<file path="config.mk">
export PLATFORM = sky130hd
export DESIGN_NAME = recoded_float64_to_ieee
export DESIGN_NICKNAME = d
export VERILOG_FILES = /design/src/rtl/recoded_float64_to_ieee.sv
export SDC_FILE = /design/constraint.sdc
export NUM_CORES = 1
export LEC_CHECK = 0
export ABC_CLOCK_PERIOD_IN_PS = 3150
export CORE_MARGIN = 2
export CORE_UTILIZATION = 56
export CTS_BUF_LIST = sky130_fd_sc_hd__clkbuf_2 sky130_fd_sc_hd__clkbuf_4 sky130_fd_sc_hd__clkbuf_8
export DETAILED_ROUTE_END_ITERATION = 16
export GPL_ROUTABILITY_DRIVEN = 0
export PLACE_DENSITY_LB_ADDON = 0.12
export SLEW_MARGIN = 20
export SYNTH_ARGS = -nofsm -noshare
export SYNTH_HDL_FRONTEND = slang
export SYNTH_SLANG_ARGS = --single-unit
</file>
<file path="constraint.sdc">
create_clock -name clk -period 3.15 [get_ports clk]
set_clock_uncertainty 0.1 [all_clocks]
set_input_delay 0.4725 -clock clk [delete_from_list [all_inputs] [get_ports clk]]
set_output_delay 0.4725 -clock clk [all_outputs]
set_load 0.01 [all_outputs]
</file>
<file path="src/rtl/recoded_float64_to_ieee.sv">
`default_nettype none
// ============================================================================
//  Module      : recoded_float64_to_ieee
//  Description : Converts a 65-bit recoded float64 operand back to a 64-bit
//                IEEE-754 binary64 value. Zero, infinity, NaN and normal
//                operands convert in a single cycle. Subnormal results are
//                denormalized by an iterative right shifter that moves at most
//                SHIFT_STEP bit positions per cycle.
//
//  Ports       : clk        - clock
//                reset_n    - asynchronous active-low reset
//                in_valid   - recoded operand valid
//                in_ready   - block can accept an operand this cycle
//                in_data    - recoded operand: [64] sign, [63:52] exp,
//                             [51:0] fract
//                out_valid  - IEEE result valid
//                out_ready  - consumer accepts the result
//                out_data   - IEEE binary64 result
//
//  Parameters  : SHIFT_STEP - maximum right-shift distance per SHIFT cycle
//                             (legal range 1..53)
//
//  Revision    : 1.0 - initial release
// ============================================================================
module recoded_float64_to_ieee #(
    parameter int SHIFT_STEP = 8
) (
    input  logic        clk,
    input  logic        reset_n,
    input  logic        in_valid,
    output logic        in_ready,
    input  logic [64:0] in_data,
    output logic        out_valid,
    input  logic        out_ready,
    output logic [63:0] out_data
);

    // ------------------------------------------------------------------------
    // State encoding
    // ------------------------------------------------------------------------
    localparam logic [1:0] S_IDLE  = 2'd0;
    localparam logic [1:0] S_SHIFT = 2'd1;
    localparam logic [1:0] S_DONE  = 2'd2;

    // Per-cycle shift limit and the distance at which the hidden bit has
    // left the 53-bit significand entirely.
    localparam logic [5:0]  c_STEP      = 6'(SHIFT_STEP);
    localparam logic [5:0]  c_MAX_SHIFT = 6'd53;
    localparam logic [11:0] c_MIN_NORM  = 12'd1026;
    localparam logic [11:0] c_MAX_NORM  = 12'd3071;
    localparam logic [10:0] c_EXP_BIAS  = 11'd1025;

    // ------------------------------------------------------------------------
    // Registers
    // ------------------------------------------------------------------------
    logic [1:0]  r_state;
    logic [52:0] r_sig;      // significand being denormalized, hidden bit at [52]
    logic [5:0]  r_count;    // remaining right-shift distance
    logic        r_sign;     // sign of the operand in flight through SHIFT
    logic [63:0] r_outData;

    // ------------------------------------------------------------------------
    // Input field extraction and classification
    // ------------------------------------------------------------------------
    logic        w_inSign;
    logic [11:0] w_recExp;
    logic [51:0] w_inFract;
    logic        w_isZero;
    logic        w_isInf;
    logic        w_isNaN;
    logic        w_isNormal;
    logic        w_isSubnormal;

    assign w_inSign  = in_data[64];
    assign w_recExp  = in_data[63:52];
    assign w_inFract = in_data[51:0];

    assign w_isZero      = (w_recExp[11:9] == 3'b000);
    assign w_isInf       = (w_recExp[11:9] == 3'b110);
    assign w_isNaN       = (w_recExp[11:9] == 3'b111);
    assign w_isNormal    = (w_recExp >= c_MIN_NORM) && (w_recExp <= c_MAX_NORM);
    assign w_isSubnormal = ~(w_isZero | w_isInf | w_isNaN | w_isNormal);

    // ------------------------------------------------------------------------
    // Subnormal shift distance n = 1026 - recExp, saturated at 53.
    // The subtraction only has meaning for subnormal inputs (recExp in
    // 512..1025), where it lands in 1..514 without wrapping.
    // ------------------------------------------------------------------------
    logic [11:0] w_shiftRaw;
    logic [5:0]  w_shiftSat;

    assign w_shiftRaw = c_MIN_NORM - w_recExp;
    assign w_shiftSat = (w_shiftRaw > {6'd0, c_MAX_SHIFT}) ? c_MAX_SHIFT
                                                           : w_shiftRaw[5:0];

    // ------------------------------------------------------------------------
    // Single-cycle result for every class except subnormal.
    // The IEEE exponent of a normal is (recExp - 1025) mod 2048, which only
    // depends on the low 11 bits of recExp.
    // ------------------------------------------------------------------------
    logic [10:0] w_normExp;
    logic [63:0] w_directResult;

    assign w_normExp = w_recExp[10:0] - c_EXP_BIAS;

    always_comb begin
        w_directResult = {w_inSign, 63'd0};
        if (w_isInf) begin
            w_directResult = {w_inSign, 11'h7FF, 52'd0};
        end else if (w_isNaN) begin
            // Payload and quiet bit pass through untouched; sNaN stays signaling.
            w_directResult = {w_inSign, 11'h7FF, w_inFract};
        end else if (w_isNormal) begin
            w_directResult = {w_inSign, w_normExp, w_inFract};
        end
    end

    // ------------------------------------------------------------------------
    // Iterative shifter datapath: one step of at most SHIFT_STEP positions.
    // ------------------------------------------------------------------------
    logic [5:0]  w_step;
    logic [52:0] w_sigShifted;
    logic [5:0]  w_countNext;

    assign w_step       = (r_count < c_STEP) ? r_count : c_STEP;
    assign w_sigShifted = r_sig >> w_step;
    assign w_countNext  = r_count - w_step;

    // ------------------------------------------------------------------------
    // Handshake
    // ------------------------------------------------------------------------
    logic w_accept;

    assign in_ready  = (r_state == S_IDLE) | ((r_state == S_DONE) & out_ready);
    assign w_accept  = in_valid & in_ready;
    assign out_valid = (r_state == S_DONE);
    assign out_data  = r_outData;

    // ------------------------------------------------------------------------
    // Control and datapath registers
    // ------------------------------------------------------------------------
    always_ff @(posedge clk or negedge reset_n) begin
        if (!reset_n) begin
            r_state   <= S_IDLE;
            r_sig     <= 53'd0;
            r_count   <= 6'd0;
            r_sign    <= 1'b0;
            r_outData <= 64'd0;
        end else begin
            case (r_state)
                S_IDLE, S_DONE: begin
                    // A DONE result retired by out_ready in the same cycle as
                    // a new accept is handled exactly like an accept from IDLE.
                    if (w_accept) begin
                        if (w_isSubnormal) begin
                            r_sig   <= {1'b1, w_inFract};
                            r_count <= w_shiftSat;
                            r_sign  <= w_inSign;
                            r_state <= S_SHIFT;
                        end else begin
                            r_outData <= w_directResult;
                            r_state   <= S_DONE;
                        end
                    end else if ((r_state == S_DONE) && out_ready) begin
                        r_state <= S_IDLE;
                    end
                end

                S_SHIFT: begin
                    r_sig   <= w_sigShifted;
                    r_count <= w_countNext;
                    // Bits shifted past [0] are simply dropped: no rounding.
                    if (w_countNext == 6'd0) begin
                        r_outData <= {r_sign, 11'd0, w_sigShifted[51:0]};
                        r_state   <= S_DONE;
                    end
                end

                default: begin
                    r_state <= S_IDLE;
                end
            endcase
        end
    end

endmodule
`default_nettype wire
</file>
==> qor.txt <==
status = finished, final reports clean
Post-Place Setup Slack = -0.0647 ns
Post-DRT Antenna Nets = 0
DP HPWL = 22100 µm
initial DRC count = 1138
CTS tree = yes
largest net degree at the start of global routing = 71
max-slew violations = 0
Yosys cell types = 78
CP Launch Type = flop
I/O pins = 135
FF+latch count, synth = 126
post-DR vias/cell = 6.63
clk slew on worst S/H paths = 0.10 ns
worst reg2reg path startpoint = r_count[5]
post-synthesis sequential area ratio = 0.347
vias in the first global route = 8895
crit-path max FO = 33
Fill cells = 1260
drt pass-1 iters = 7
Sink Count = 126
port buffer count = 134
Post-Synth Simple-Gate Area = 0.182
reg2reg end = out_data[11]
share of cells above drive strength 1 = 0.152
Net Count, Synth = 1123
CTS buffer count = 17
die width = 131 µm
CP arrival = 3.32 ns
Post-Synth Adder-Cell Area = 0.00688
Die Span Y = 131 µm
Reg2Reg Setup Slack = 0.04 ns
post-synthesis mux area share = 0.141
P&R area growth vs syn = 25.6%
Max Freq = 322 MHz
Worst Reg-to-Reg Cells = 5
crit path max-delay cell type = or4b_4
Design Power = 9.93 mW
RSZ-0062 raised after global routing = no
Clock Path Buffers = 2
Cell Area, Synth = 0.00909 mm²
FFs w/ async S/R, synth = 1.00
Post-Layout Cell Count = 1408
setup ws final = 0.0411 ns
Slew @ Worst Pin = 0.700 ns
CP Launch Point = r_count[5]
Synth Area in Compound Gates = 0.253
Synth Area in XOR/XNOR = 0.0116
worst path cell trace = or4b_4 -> mux2_2 -> mux4_2 -> o21ai_0 -> a21oi_1
# diodes = 0
Max Cap Viol = 0
area of the multi-input gates = 0.00545 mm²
largest family of logic cells by synthesized area = compound AO/OA/AOI/OAI gates
final setup violation count = 0
Worst path max stage delay = 0.84 ns
Placed Cells = 1375
Worst IR Drop VDD = 0.449 mV
NumNets Final = 1253
Syn Inst Count = 1049
Post-synth EDFFs = 0
H-tree depth = 4
first-pass GRT wire length = 49600 µm
Syn Area/Cell = 8.66 µm²
Core Box Area = 0.0159 mm²
register area = 0.00315 mm²
clock tree root driver cell = clkbuf_8
DRC viols = 0
Initial Util = 0.572
power density cells = 870 mW/mm²
min Tclk post-route = 3.11 ns
Warnings, synthesis = 0
die area = 0.0173 mm²
GRT Util Overall = 0.362
Critical Path RT = 3.36 ns
wire per inst = 22.3 µm
Setup CP Type = reg2reg
top_reg_cell synth = dfrtp_1
worst skew pair latency = 0.46 ns
drt total wl = 31400 µm
Max-slew headroom = 0.527
Lkg Pwr = 4.93 nW
global route total overflow = 0
routed via count = 9334
row cnt = 46
Final Hold Fails = 0
hold crit path type = in2async
initial antenna violation count = 0
final period utilization = 0.987
Worst Setup End Kind = flop
==> cell usage in the layout (no fill, tap or decap), types with 6 or more instances in the layout <==
cell               n
a211oi_1          16
a21oi_1           95
a221o_1           19
a22o_1            11
a22oi_1            7
a31oi_1           20
and3_1            31
buf_12            10
buf_4             67
clkbuf_8          17
clkdlybuf4s50_1  133
dfrtp_1          126
inv_1              9
mux2_2            25
mux2i_1           73
mux4_2            12
nand2_1          123
nand3_1           20
nor2_1           103
nor2b_1            6
nor3_1             9
o211ai_1          15
o21ai_0           58
o21ai_1            8
o22a_1            13
o22ai_1           18
or3_1             12
xnor2_1            7
==> worst max-delay path: cells and delay by family, from the launching register on <==
family,cells,cell delay [ns]
flops,1,0.48
simple gates,1,0.84
compound gates,2,0.62
mux,2,0.90
==> registers in the layout, summed over array words and instances (netlist names) <==
register,flops
r_state,2
r_sign,1
out_data,64
r_count,6
r_sig,53
==> timing repair <==
action | 4_1_cts | 5_1_grt
setup buffers | 0 | 0
hold endpoints to repair | 21 | 0
gates resized for setup | 0 | 2
setup endpoints to repair | 0 | 2
hold buffers | 1 | 0
==> kinds of logic after synthesis <==
group,Yosys count
flops,126
compound gates,340
fa+ha+maj,5
buf+inv,109
mux,110
simple gates,347
xor+xnor,12
==> synth_stat cells, types with 12 or more instances <==
library cell | instances | area, µm²
mux4_2 | 12 | 270
or3_1 | 12 | 75.1
a211oi_1 | 16 | 120
a21oi_1 | 96 | 480
nor2_1 | 103 | 387
o22ai_1 | 18 | 113
nand2_1 | 123 | 462
a221o_1 | 19 | 190
o21ai_0 | 58 | 290
mux2_2 | 25 | 282
buf_2 | 19 | 95.1
mux2i_1 | 73 | 731
o211ai_1 | 15 | 113
dfrtp_1 | 126 | 3150
clkbuf_1 | 61 | 229
o22a_1 | 13 | 114
a31oi_1 | 20 | 125
nand3_1 | 20 | 100
and3_1 | 31 | 194
==> metal layers <==
layer / GRT usage / part of all wire / wire (µm)
met1: 0.458 / 0.38 / 12000
met2: 0.575 / 0.46 / 14500
met3: 0.0845 / 0.10 / 3200
met4: 0.196 / 0.054 / 1710
met5: 0 / 0 / 0
==> power breakdown <==
| part | internal [mW] | switching (mW) | leakage, nW | total (mW) |
|---|---|---|---|---|
| logic | 2.42 | 2.61 | 3.20 | 5.02 |
| clock network | 0.897 | 0.776 | 0.233 | 1.67 |
| registers | 2.26 | 0.981 | 1.50 | 3.24 |
==> per-stage QoR <==
step	hold WS (ns)	util	setup TNS [ns]	cell area, µm²
5_1_grt	0.366	0.719	0	11400
6_report	0.337	0.719	0	11400
3_3_place_gp	0.288	0.689	-0.0143	10900
4_1_cts	0.333	0.718	0	11400
2_1_floorplan	0.0769	-	0	9090
3_5_place_dp	0.291	0.689	-0.482	10900
==> final cells by class <==
class	instances	area share
sequential	126	0.276
timing repair buffer	211	0.179
clock inverter	15	0.0198
tap	216	0.0237
clock buffer	17	0.0205
inverter	9	0.00296
multi-input combinational	814	0.478
==> how the worst max path moves through the flow <==
stage              endpoint  slack, ns  depth (start not counted)
2_1_floorplan    r_count[4]       0.20                          9
3_3_place_gp   out_data[20]      -0.01                          9
3_5_place_dp   out_data[20]      -0.06                          9
4_1_cts        out_data[11]       0.13                          5
5_1_grt        out_data[11]       0.01                          5
6_report       out_data[11]       0.04                          5
(Power assumes the default switching activity.)
